`src/rtl/uart_rx_core.sv`:
```
// uart_rx_core: parametrised UART receiver.
// The serial line passes through a 2-FF synchroniser and is sampled on an
// internal oversample tick. The receiver decodes the start, data, parity and
// stop fields LSB-first. Each frame is presented on a valid/ready output
// register, together with its parity and framing flags.
//
// Ports:
//   clk          system clock
//   rstn         asynchronous active-low reset
//   rx_in        async serial line, idle high
//   rx_data      received word, LSB = first bit on the line
//   rx_valid     rx_data/flags valid, held until accepted
//   rx_ready     consumer accepts when rx_valid && rx_ready
//   parity_err   parity mismatch for the frame in rx_data
//   frame_err    a checked stop bit was sampled low for the frame in rx_data
//   overrun_err  1-clk pulse, a completed frame was dropped
//   busy         high from start detect to the final stop sample
//
// state  | meaning
// IDLE   | waiting for a start edge (only once the line has been seen high)
// START  | checking the middle of the start bit, rejecting glitches
// DATA   | sampling DATA_BITS data bits at bit centres
// PARITY | sampling the parity bit
// STOP   | sampling the stop bit(s), then committing the frame
module uart_rx_core #(
  parameter int DATA_BITS  = 8,
  parameter int OVERSAMPLE = 16,
  parameter int CLK_DIV    = 27,
  parameter int PARITY_EN  = 1,
  parameter int PARITY_ODD = 0,
  parameter int STOP_BITS  = 1
) (
  input  logic                 clk,
  input  logic                 rstn,
  input  logic                 rx_in,
  output logic [DATA_BITS-1:0] rx_data,
  output logic                 rx_valid,
  input  logic                 rx_ready,
  output logic                 parity_err,
  output logic                 frame_err,
  output logic                 overrun_err,
  output logic                 busy
);

  localparam int SW = $clog2(OVERSAMPLE);
  localparam int BW = $clog2(DATA_BITS + 1);
  localparam int TW = (CLK_DIV > 1) ? $clog2(CLK_DIV) : 1;

  localparam logic [SW-1:0] S_HALF = SW'(OVERSAMPLE / 2 - 1);
  localparam logic [SW-1:0] S_FULL = SW'(OVERSAMPLE - 1);
  localparam logic [TW-1:0] T_LAST = TW'(CLK_DIV - 1);
  localparam logic [BW-1:0] B_LAST = BW'(DATA_BITS - 1);
  localparam logic          STOP_LAST = 1'(STOP_BITS - 1);
  localparam logic          ODD       = (PARITY_ODD != 0);

  typedef enum logic [2:0] {S_IDLE, S_START, S_DATA, S_PARITY, S_STOP} state_t;

  state_t               state_q, state_d;
  logic                 sync1_q, sync2_q;
  logic [TW-1:0]        tcnt_q, tcnt_d;
  logic [SW-1:0]        s_q, s_d;
  logic [BW-1:0]        bit_q, bit_d;
  logic                 stop_q, stop_d;
  logic                 armed_q, armed_d;
  logic [DATA_BITS-1:0] shift_q, shift_d;
  logic                 perr_q, perr_d;
  logic                 ferr_q, ferr_d;
  logic [DATA_BITS-1:0] data_q, data_d;
  logic                 valid_q, valid_d;
  logic                 perr_o_q, perr_o_d;
  logic                 ferr_o_q, ferr_o_d;
  logic                 ovr_q, ovr_d;
  logic                 tick, rx_s, commit;

  assign rx_s = sync2_q;
  assign tick = (tcnt_q == T_LAST);

  // State register process
  always_ff @(posedge clk or negedge rstn) begin
    if (!rstn) begin
      sync1_q  <= 1'b1;
      sync2_q  <= 1'b1;
      state_q  <= S_IDLE;
      tcnt_q   <= '0;
      s_q      <= '0;
      bit_q    <= '0;
      stop_q   <= 1'b0;
      armed_q  <= 1'b0;
      shift_q  <= '0;
      perr_q   <= 1'b0;
      ferr_q   <= 1'b0;
      data_q   <= '0;
      valid_q  <= 1'b0;
      perr_o_q <= 1'b0;
      ferr_o_q <= 1'b0;
      ovr_q    <= 1'b0;
    end else begin
      sync1_q  <= rx_in;
      sync2_q  <= sync1_q;
      state_q  <= state_d;
      tcnt_q   <= tcnt_d;
      s_q      <= s_d;
      bit_q    <= bit_d;
      stop_q   <= stop_d;
      armed_q  <= armed_d;
      shift_q  <= shift_d;
      perr_q   <= perr_d;
      ferr_q   <= ferr_d;
      data_q   <= data_d;
      valid_q  <= valid_d;
      perr_o_q <= perr_o_d;
      ferr_o_q <= ferr_o_d;
      ovr_q    <= ovr_d;
    end
  end

  // Next-state process
  always_comb begin
    state_d  = state_q;
    tcnt_d   = tick ? '0 : tcnt_q + TW'(1);
    s_d      = s_q;
    bit_d    = bit_q;
    stop_d   = stop_q;
    armed_d  = armed_q;
    shift_d  = shift_q;
    perr_d   = perr_q;
    ferr_d   = ferr_q;
    commit   = 1'b0;

    unique case (state_q)
      S_IDLE: begin
        // A line that is still low after a break must not start a new frame.
        if (tick && rx_s) armed_d = 1'b1;
        if (armed_q && !rx_s) begin
          state_d = S_START;
          s_d     = '0;
          armed_d = 1'b0;
        end
      end
      S_START: if (tick) begin
        if (s_q == S_HALF) begin
          s_d = '0;
          if (rx_s) begin
            state_d = S_IDLE;
            armed_d = 1'b1;
          end else begin
            state_d = S_DATA;
            bit_d   = '0;
            perr_d  = 1'b0;
            ferr_d  = 1'b0;
          end
        end else s_d = s_q + SW'(1);
      end
      S_DATA: if (tick) begin
        if (s_q == S_FULL) begin
          s_d     = '0;
          shift_d = {rx_s, shift_q[DATA_BITS-1:1]};
          bit_d   = bit_q + BW'(1);
          stop_d  = 1'b0;
          if (bit_q == B_LAST) state_d = (PARITY_EN != 0) ? S_PARITY : S_STOP;
        end else s_d = s_q + SW'(1);
      end
      S_PARITY: if (tick) begin
        if (s_q == S_FULL) begin
          s_d     = '0;
          perr_d  = (^shift_q) ^ rx_s ^ ODD;
          state_d = S_STOP;
        end else s_d = s_q + SW'(1);
      end
      S_STOP: if (tick) begin
        if (s_q == S_FULL) begin
          s_d    = '0;
          ferr_d = ferr_q | ~rx_s;
          if (stop_q == STOP_LAST) begin
            commit  = 1'b1;
            state_d = S_IDLE;
            // A high stop sample already proves the line is idle, so the next start
            // can be taken at once. A low stop sample (break) leaves the receiver disarmed.
            armed_d = rx_s;
          end else stop_d = stop_q + 1'b1;
        end else s_d = s_q + SW'(1);
      end
      default: state_d = S_IDLE;
    endcase

    data_d   = data_q;
    valid_d  = valid_q;
    perr_o_d = perr_o_q;
    ferr_o_d = ferr_o_q;
    ovr_d    = 1'b0;
    if (commit && (!valid_q || rx_ready)) begin
      data_d   = shift_q;
      perr_o_d = perr_q;
      ferr_o_d = ferr_q | ~rx_s;
      valid_d  = 1'b1;
    end else if (commit) begin
      ovr_d = 1'b1;
    end else if (valid_q && rx_ready) begin
      valid_d = 1'b0;
    end
  end

  // Output process
  always_comb begin
    busy        = (state_q != S_IDLE);
    rx_data     = data_q;
    rx_valid    = valid_q;
    parity_err  = perr_o_q;
    frame_err   = ferr_o_q;
    overrun_err = ovr_q;
  end

endmodule

```
`config.mk`:
```
export PLATFORM = sky130hd
export DESIGN_NAME = uart_rx_core
export DESIGN_NICKNAME = d
export VERILOG_FILES = /design/src/rtl/uart_rx_core.sv
export SDC_FILE = /design/constraint.sdc
export NUM_CORES = 1
export LEC_CHECK = 0
export CORE_MARGIN = 10
export CORE_UTILIZATION = 60
export CTS_CLUSTER_SIZE = 20
export DETAILED_ROUTE_END_ITERATION = 8
export PLACE_DENSITY = 0.82
export SLEW_MARGIN = 10
export SYNTH_ARGS = -nofsm -noshare
export SYNTH_HDL_FRONTEND = slang
export SYNTH_SLANG_ARGS = --single-unit
```
`constraint.sdc`:
```
create_clock -name clk -period 3.55 [get_ports clk]
set_input_delay 0.5325 -clock clk [delete_from_list [all_inputs] [get_ports clk]]
set_output_delay 0.5325 -clock clk [all_outputs]
set_load 0.03 [all_outputs]
```
==> summary.md <==
| Metric | Value |
|---|---|
| Mean Syn Cell Area | about 11 sq um |
| H-tree lvl count | 2 |
| Initial antenna violation count | 0 |
| #FFs+latches synth | 41 |
| Chip height | 80.2 um |
| Final hold slack | 0.284 ns |
| Worst-case reg-to-reg path depth | 6 |
| Worst-margin pin slew | roughly 0.86 ns |
| Register area share after synthesis | a little under half |
| ANT cells | 0 |
| CTS tree | done |
| Worst min-delay path class | in2async |
| Post_cts resized | 0 |
| Largest net degree at the start of global routing | 42 |
| Avg WL per Cell | 16.0 um |
| CP Launch Type | register |
| WP data required | ~3 ns |
| Buffers on Ports | 16 |
| PwrDens | approximately 440 nW/um^2 |
| TNS Setup | 0 ns |
| Status | complete, no violations |
| Crit path capture type | output port |
| Critical Path AT | 2.28 ns |
| Reg-to-reg startpoint | tcnt_q[0] |
| Clock sinks | between 40 and 50 |
| Period minus WS final | about 2.8 ns |
| Clock root buffer | clkbuf_4 |
| Initial Utilization | 63.6% |
| RSZ-0062 raised after global routing | no |
| Vias in the first global route | 1548 |
| Placed instance count | about 250 |
| Worst Skew | 0.00781 ns |
| Total wire length | between 4000 and 5000 um |
| Lkg Pwr | 1.06 nW |
| Cts hold-fix bufs | 0 |
| Worst-Skew Late Latency | around 0.34 ns |
| Yosys warnings | 0 |
| First-pass GRT wire length | between 7000 and 8000 um |
| Critical path class | reg2out |
| Synth-to-Final Area Change | 11.3% |
| Max cap viols | 0 |
| Finished Core Util | a little over two thirds |
| Number of placement rows | 21 |
| CTS buffer count | 5 |
| Boundary Pins | 17 |
| Detail Route Antenna Nets | 0 |
| Core Region | approximately 3400 sq um |
| Routed via count | 1603 |
| Mapped cell area | about 2200 sq um |
| Number of synthesized flops with an enable pin | 0 |
| Peak VDD IR | about 0.34 mV |
| Fmax | between 300 and 400 MHz |
| Top_reg_cell synth | dfrtp_1 |
| Drt pass-1 iters | 4 |
| Vias/cell | ~6.2 |
| Slew headroom | between 40% and 50% |
| GRT Util Overall | around 14% |
| Filler instances | 260 |
| Post-CTS Setup Inserts | 0 |
| Final non-filler cell total | 260 |
| Die width | 80.2 um |
| Overflow after GRT | 0 |
| Final setup fails | 0 |
| Die Area | around 6400 sq um |
| FFs w/ async S/R, synth | 100% |
| Crit. Startpoint | state_q[2] |
| # DRC | 0 |
| Fraction of layout cells with a size suffix above 1 | between 10% and 20% |
| Synthesized Nets | 209 |
| Post-DP HPWL | around 3000 um |
| Max Root-Sink Buffers | 2 |
| Final #Nets | ~220 |
| Syn Inst Count | 201 |
| Count of different cell masters after synthesis | 52 |
| Max FO, Critical Path | 17 |
| Fin crit share | about four fifths |
| Gpl congestion | approximately 0.97 |
| Clk pin slew, worst setup/hold paths | ~0.12 ns |
| Max-slew violations | 0 |
| Initial DRC count | ~240 |
| Final Hold Violating Endpoints | 0 |
## layout by cell type (no fill, tap or decap), types with 2 or more instances in the layout
cell type | Yosys | final
a211oi_1 | 2 | 2
a21boi_0 | 2 | 2
a21oi_1 | 7 | 7
a22o_1 | 3 | 3
and3b_1 | 2 | 2
and4b_1 | 2 | 2
clkbuf_4 | 0 | 5
clkdlybuf4s50_1 | 0 | 15
dfrtp_1 | 39 | 39
dfstp_2 | 2 | 2
ha_1 | 4 | 4
inv_1 | 5 | 5
mux2_2 | 19 | 19
nand2_1 | 10 | 10
nand2b_1 | 4 | 4
nand3_1 | 8 | 8
nand3b_1 | 3 | 3
nor2_1 | 13 | 13
nor2b_1 | 2 | 2
nor3_1 | 3 | 3
nor3b_1 | 3 | 3
o2111ai_1 | 2 | 2
o211ai_1 | 2 | 2
o21ai_0 | 18 | 18
o31ai_1 | 2 | 2
or2_2 | 2 | 2
xnor2_1 | 8 | 8
## per-stage QoR
stage          setup slack (ns)  instance area, sq um  power [mW]
2_1_floorplan              1.73                  2170       0.707
3_3_place_gp               1.24                  2330       0.745
3_5_place_dp               1.16                  2330       0.750
4_1_cts                   0.757                  2420        1.07
5_1_grt                   0.606                  2420        1.12
6_report                  0.742                  2420        1.07
## registers in the layout (all words and copies together), names as in the netlist
register	count
armed_q	1
bit_q	4
ferr_q	1
frame_err	1
overrun_err	1
parity_err	1
perr_q	1
rx_data	8
rx_s	1
rx_valid	1
s_q	4
shift_q	8
state_q	3
sync1_q	1
tcnt_q	5
## Yosys cell counts, types with 4 or more instances
| cell type | count | area [sq um] |
|---|---|---|
| a21oi_1 | 7 | 35.0 |
| buf_2 | 6 | 30.0 |
| dfrtp_1 | 39 | 976 |
| ha_1 | 4 | 50.1 |
| inv_1 | 5 | 18.8 |
| mux2_2 | 19 | 214 |
| nand2_1 | 10 | 37.5 |
| nand2b_1 | 4 | 25.0 |
| nand3_1 | 8 | 40.0 |
| nor2_1 | 13 | 48.8 |
| o21ai_0 | 18 | 90.1 |
| xnor2_1 | 8 | 70.1 |
## cells by family after synthesis
kind of cell | Yosys count | synth area share, %
simple gates | 60 | 16.0
compound gates | 49 | 15.8
flops | 41 | 47.4
mux | 19 | 9.85
buf+inv | 18 | 3.97
xor+xnor | 10 | 4.67
fa+ha+maj | 4 | 2.30
## worst max-delay path: stages, from the launching register on
cell and delay [ns]:
dfrtp_1 0.72, clkinv_1 0.40, nand2_1 0.13, clkdlybuf4s50_1 0.68
## cell type report
class                      instances  area (sq um)  area share, %
clock buffer                       6          51.3           2.12
timing repair buffer              17           163           6.73
multi-input combinational        142          1060           43.7
inverter                           6          22.5          0.932
tap                               46          57.6           2.38
sequential                        41          1030           42.5
clock inverter                     2          37.5           1.55
## where the power goes
part	total [mW]	internal, mW	switching, mW
sequential	0.566	0.494	0.0715
combinational	0.182	0.0783	0.104
clock	0.320	0.167	0.152
## worst paths after layout
path | endpoint | slack [ns]
setup / recovery | busy | 0.74
max in group asynchronous | tcnt_q[3] | 2.72
setup reg to reg | shift_q[7] | 1.15
hold / removal | s_q[1] | 0.28
hold reg to reg | rx_s | 0.37
min in group clk | rx_s | 0.37
## routing by layer
| metal | up-vias | wire, um | GRT usage [%] |
|---|---|---|---|
| li1 | 754 | - | - |
| met1 | 791 | 1850 | 18.0 |
| met2 | 52 | 2000 | 22.0 |
| met3 | 6 | 259 | 4.34 |
| met4 | 0 | 40 | 4.58 |
| met5 | - | 0 | 0 |
(Power assumes the default switching activity.)
